$ cat config.mk
export PLATFORM = sky130hd
export DESIGN_NAME = cs_final_adder_flat
export DESIGN_NICKNAME = d
export VERILOG_FILES = /design/src/rtl/cs_final_adder_if.sv /design/src/rtl/cs_final_adder.sv /design/src/flat_wrapper.sv
export SDC_FILE = /design/constraint.sdc
export NUM_CORES = 1
export LEC_CHECK = 0
export ABC_AREA = 1
export BUFFER_PORTS_ARGS = -buffer_cell sky130_fd_sc_hd__buf_2
export CAP_MARGIN = 0
export CELL_PAD_IN_SITES_DETAIL_PLACEMENT = 1
export CELL_PAD_IN_SITES_GLOBAL_PLACEMENT = 2
export CORE_ASPECT_RATIO = 1.25
export CORE_MARGIN = 3
export CORE_UTILIZATION = 31
export DETAILED_ROUTE_END_ITERATION = 8
export PLACE_DENSITY_LB_ADDON = 0.1
export SYNTH_ARGS = -nofsm -noshare
export SYNTH_HDL_FRONTEND = slang
export SYNTH_SLANG_ARGS = --single-unit
$ cat constraint.sdc
create_clock -name clk -period 2.9 [get_ports clk]
set_clock_uncertainty 0.05 [all_clocks]
set_input_delay 0.29 -clock clk [delete_from_list [all_inputs] [get_ports clk]]
set_output_delay 0.29 -clock clk [all_outputs]
set_load 0.1 [all_outputs]
$ cat src/rtl/cs_final_adder_if.sv
// cs_final_adder_if
//   Handshake bundle between the carry-save producer, the final adder and
//   the downstream consumer.
//   master : drives in_valid/r1/r2 and out_ready (producer + consumer side)
//   slave  : the adder; drives in_ready, out_valid, sum, cout
interface cs_final_adder_if #(
    parameter int WIDTH = 10
);
    logic             in_valid;
    logic             in_ready;
    logic [WIDTH-1:0] r1;
    logic [WIDTH-1:0] r2;
    logic             out_valid;
    logic             out_ready;
    logic [WIDTH-1:0] sum;
    logic             cout;

    modport master (
        output in_valid, r1, r2, out_ready,
        input  in_ready, out_valid, sum, cout
    );

    modport slave (
        input  in_valid, r1, r2, out_ready,
        output in_ready, out_valid, sum, cout
    );
endinterface

$ cat src/rtl/cs_final_adder.sv
// cs_final_adder
//   Resolves a carry-save pair (r1, r2) into a binary sum, CHUNK bits per
//   clock, with the inter-chunk carry held in a register.
//   clk, rst : clock, asynchronous active-high reset
//   bus      : cs_final_adder_if.slave (in_valid/in_ready/r1/r2 in,
//              out_valid/out_ready/sum/cout out)
//   busy     : high while a pair is being added or its result is held
module cs_final_adder #(
    parameter int WIDTH = 10,
    parameter int CHUNK = 2
) (
    input  logic               clk,
    input  logic               rst,
    cs_final_adder_if.slave    bus,
    output logic               busy
);
    localparam int NCHUNK = (WIDTH + CHUNK - 1) / CHUNK;
    localparam int PW     = NCHUNK * CHUNK;
    localparam int KW     = (NCHUNK > 1) ? $clog2(NCHUNK) : 1;
    // Valid bits in the final (possibly partial) chunk; the carry out of
    // bit WIDTH-1 lands at this position of the chunk result.
    localparam int LAST   = WIDTH - (NCHUNK - 1) * CHUNK;

    typedef enum logic [1:0] {S_IDLE, S_ADD, S_DONE} state_t;

    state_t                        state_q, state_d;
    // Operands and sum are stored chunk-addressed so chunk k is a plain
    // index; operands are zero-extended to a whole number of chunks.
    logic [NCHUNK-1:0][CHUNK-1:0]  a_q, a_d, b_q, b_d, sum_q, sum_d;
    logic                          carry_q, carry_d;
    logic                          cout_q, cout_d;
    logic [KW-1:0]                 k_q, k_d;
    logic [CHUNK:0]                tmp;
    logic [PW-1:0]                 sum_flat;

    always_comb begin
        state_d = state_q;
        a_d     = a_q;
        b_d     = b_q;
        sum_d   = sum_q;
        carry_d = carry_q;
        cout_d  = cout_q;
        k_d     = k_q;
        tmp     = {1'b0, a_q[k_q]} + {1'b0, b_q[k_q]} + (CHUNK+1)'(carry_q);
        case (state_q)
            S_IDLE: begin
                if (bus.in_valid) begin
                    a_d     = PW'(bus.r1);
                    b_d     = PW'(bus.r2);
                    carry_d = 1'b0;
                    k_d     = '0;
                    state_d = S_ADD;
                end
            end
            S_ADD: begin
                // Pad bits above WIDTH in the last chunk are internal only.
                sum_d[k_q] = tmp[CHUNK-1:0];
                if (k_q == KW'(NCHUNK - 1)) begin
                    cout_d  = tmp[LAST];
                    state_d = S_DONE;
                end else begin
                    carry_d = tmp[CHUNK];
                    k_d     = k_q + KW'(1);
                end
            end
            S_DONE: begin
                if (bus.out_ready) state_d = S_IDLE;
            end
            default: state_d = S_IDLE;
        endcase
    end

    always_ff @(posedge clk or posedge rst) begin
        if (rst) begin
            state_q <= S_IDLE;
            a_q     <= '0;
            b_q     <= '0;
            sum_q   <= '0;
            carry_q <= 1'b0;
            cout_q  <= 1'b0;
            k_q     <= '0;
        end else begin
            state_q <= state_d;
            a_q     <= a_d;
            b_q     <= b_d;
            sum_q   <= sum_d;
            carry_q <= carry_d;
            cout_q  <= cout_d;
            k_q     <= k_d;
        end
    end

    assign sum_flat      = sum_q;
    assign bus.sum       = sum_flat[WIDTH-1:0];
    assign bus.cout      = cout_q;
    assign bus.in_ready  = (state_q == S_IDLE);
    assign bus.out_valid = (state_q == S_DONE);
    assign busy          = (state_q != S_IDLE);
endmodule
$ cat src/flat_wrapper.sv
// flat-port wrapper written by rule: the top's interface ports become plain ports
module cs_final_adder_flat 
#(
    parameter int WIDTH = 10,
    parameter int CHUNK = 2
)
  (clk, rst, busy, bus_in_valid, bus_r1, bus_r2, bus_out_ready, bus_in_ready, bus_out_valid, bus_sum, bus_cout);
  cs_final_adder_if #(.WIDTH(WIDTH)) bus_i ();
  input  logic clk;
  input  logic rst;
  output logic busy;
  input wire logic [$bits(bus_i.in_valid)-1:0] bus_in_valid;
  input wire logic [$bits(bus_i.r1)-1:0] bus_r1;
  input wire logic [$bits(bus_i.r2)-1:0] bus_r2;
  input wire logic [$bits(bus_i.out_ready)-1:0] bus_out_ready;
  output wire logic [$bits(bus_i.in_ready)-1:0] bus_in_ready;
  output wire logic [$bits(bus_i.out_valid)-1:0] bus_out_valid;
  output wire logic [$bits(bus_i.sum)-1:0] bus_sum;
  output wire logic [$bits(bus_i.cout)-1:0] bus_cout;
  assign bus_i.in_valid = bus_in_valid;
  assign bus_i.r1 = bus_r1;
  assign bus_i.r2 = bus_r2;
  assign bus_i.out_ready = bus_out_ready;
  assign bus_in_ready = bus_i.in_ready;
  assign bus_out_valid = bus_i.out_valid;
  assign bus_sum = bus_i.sum;
  assign bus_cout = bus_i.cout;
  cs_final_adder #(.WIDTH(WIDTH), .CHUNK(CHUNK)) u_core (.clk(clk), .rst(rst), .bus(bus_i), .busy(busy));
endmodule
==> flow_metrics.py <==
metrics = {
    "status": {
        "status": "completed",
    },
    "clocking": {
        "cts_buffer_depth": 2,
        "postCtsHoldBufs": 0,
        "cts_sinks": 37,
        "post_cts_buffers": 0,
        "cts_root_buffer": "clkbuf_8",
        "post_cts_resized": 0,
        "cts_tree": "built",
        "path_clk_slew_ps": 70,
        "h-tree-depth": 2,
        "clk_latency_ps": 290,
        "cts_buffers": 5,
    },
    "timing": {
        "grt_setup_unrepaired": "no",
        "max_freq_mhz": 400,
        "period_needed_ps": 2500,
        "tns_ps": 0,
        "drv_slew": 0,
        "maxSlewHeadroom_pct": 64.0,
        "hold_violations": 0,
        "fin_crit_sh_pct": 86.1,
        "setup_viol": 0,
        "tightest_slew_ps": 540,
    },
    "critical_path": {
        "worst_setup_path_start_kind": "flop",
        "path_buf_inv": 1,
        "cp-end-kind": "flop",
        "cp_cell_sequence": "nor2_1, nand2_1, nand3_1, o21ai_0, fa_1, fa_1, inv_1, nand4_1, nand2_1",
        "critical_path.slowest_cell": "dfrtp_1",
        "worstPathArrival_ps": 2630,
        "crit_required_ps": 3030,
        "cp_top_family": "adder cells",
        "path_max_fanout": 14,
        "crit_type": "reg -> reg",
        "max_stage_delay_ps": 550,
    },
    "min_path": {
        "hp-class": "in -> async",
    },
    "floorplan": {
        "start_util_pct": 32.9,
        "row_count": 30,
        "die_w_um": 74.9,
        "pin_count": 38,
        "core_area_mm2": 0.00559,
        "die_h_um": 92.2,
        "dieArea_mm2": 0.00691,
    },
    "finish": {
        "nNetsFinal": 298,
        "n_fill_cell": 701,
        "area_growth_pct": 17.3,
        "drive_above_1_share_pct": 20.0,
        "final_util_pct": 38.6,
        "stdcell_area_mm2": 0.00216,
        "multi_input_area_um2": 800,
        "n_antenna_cell": 0,
        "final-seq-area_um2": 926,
    },
    "yosys": {
        "synth_edf_count": 0,
        "async_reset_ff_share_pct": 100,
        "netlist_instances": 232,
        "yosys_most_used_dff": "dfrtp_1",
        "netlist_area_mm2": 0.00184,
        "synth_area_leaders": "dfrtp_1, nand2_1, nand3_1",
        "synth_area_per_cell_um2": 7.94,
        "synth_nets": 260,
        "synth.most_common_cell": "nand2_1",
        "yosysTopAreaCell": "dfrtp_1",
        "seq_area_frac_synth_pct": 50.3,
        "yosysWarnings": 0,
        "synth_cell_type_count": 17,
        "ys_seq_elements": 37,
        "synth_top_area_share_pct": 50.3,
        "synth_common_cells": "nand2_1, nand3_1, dfrtp_1, inv_1, nor2_1",
    },
    "route": {
        "first_pass_iters": 4,
        "drc_errors": 0,
        "routed_wl_um": 4590,
        "via_per_inst": 4.75,
        "ant_nets": 0,
        "post_drt_wl_per_cell_um": 13.7,
        "drt_iter0_markers": 71,
        "vias": 1588,
    },
    "grt": {
        "grt_pass1_vias": 1600,
        "grt_start_max_net_pins": 38,
        "grt-ovfl-total": 0,
        "antenna_found_initial": 0,
        "grt_pass1_wl_um": 7560,
        "grt.total_usage_pct": 14.4,
    },
    "placement": {
        "dp.final_hpwl_um": 3410,
        "place_area_mm2": 0.00207,
        "place_congestion": 0.793,
        "portBuffers": 37,
    },
    "flow_run": {
        "maxCapViolations": 0,
    },
}
==> stage by stage <==
step	setup WS, ps	hold WS (ps)	cells
finish	402	56.7	334
CTS	390	70.9	334
detailed placement	410	385	327
floorplan	634	338	232
global placement	515	382	327
global route	190	99.0	334
==> sequential cells by signal, indices dropped and copies added (netlist names) <==
name and count:
u_core.a_q 10, u_core.b_q 10, u_core.bus.cout 1, u_core.bus.sum 10, u_core.carry_q 1, u_core.k_q 3, u_core.state_q 2
==> routing by layer <==
metal | part of all wire, % | vias to the layer above | routed length, um | track usage [%]
li1 | - | 821 | - | -
met1 | 48 | 728 | 2190 | 18.6
met2 | 47 | 32 | 2160 | 23.0
met3 | 3.8 | 7 | 174 | 2.63
met4 | 1.4 | 0 | 66 | 5.79
met5 | 0 | - | 0 | 0
==> final cells by class <==
class,instances,area share (%)
Clock buffer,7,4.00
Inverter,12,2.09
Multi-Input combinational cell,172,37.0
Sequential cell,37,42.9
Tap cell,64,3.71
Timing Repair Buffer,42,10.3
==> cells in the final DEF, fill, tap and decap left out <==
cell      Yosys  routed
buf_2         4      37
buf_4         4       5
clkbuf_1      2       1
clkbuf_8      1       6
dfrtp_1      37      37
fa_1          2       2
ha_1          2       2
inv_1        12      12
nand2_1      96      96
nand2_2       3       3
nand3_1      49      49
nand4_1       3       3
nor2_1        8       8
nor2_2        1       1
nor2_4        2       2
o21ai_0       5       5
o31ai_1       1       1
==> worst paths after layout <==
kind                       slack [ps]         startpoint           endpoint  cells after the start
setup / recovery                  400      u_core.k_q[1]  u_core.bus.sum[3]                      9
hold / removal                     60                rst    u_core.bus.cout                      3
setup reg to reg                  400      u_core.k_q[1]  u_core.bus.sum[3]                      9
hold reg to reg                   420  u_core.bus.sum[6]  u_core.bus.sum[6]                      2
max in group asynchronous        2410                rst      u_core.b_q[3]                      3
min in group clk                  130      bus_out_ready  u_core.state_q[1]                      2
==> tightest hold or removal path: stages <==
cell and delay [ps]:
buf_2 90, inv_1 40, buf_4 410
==> logic make-up (layout without fill, tap and decap cells) <==
logic type      count (synthesis)  count (layout)  synth area share, %
simple gates                  162             162                 38.1
buf+inv                        23              61                 6.32
fa+ha+maj                       4               4                 3.53
compound gates                  6               6                 1.77
flops                          37              37                 50.3
Power is not shown: default switching activity piles up to over one toggle a cycle in this logic, so the estimate is an artifact.
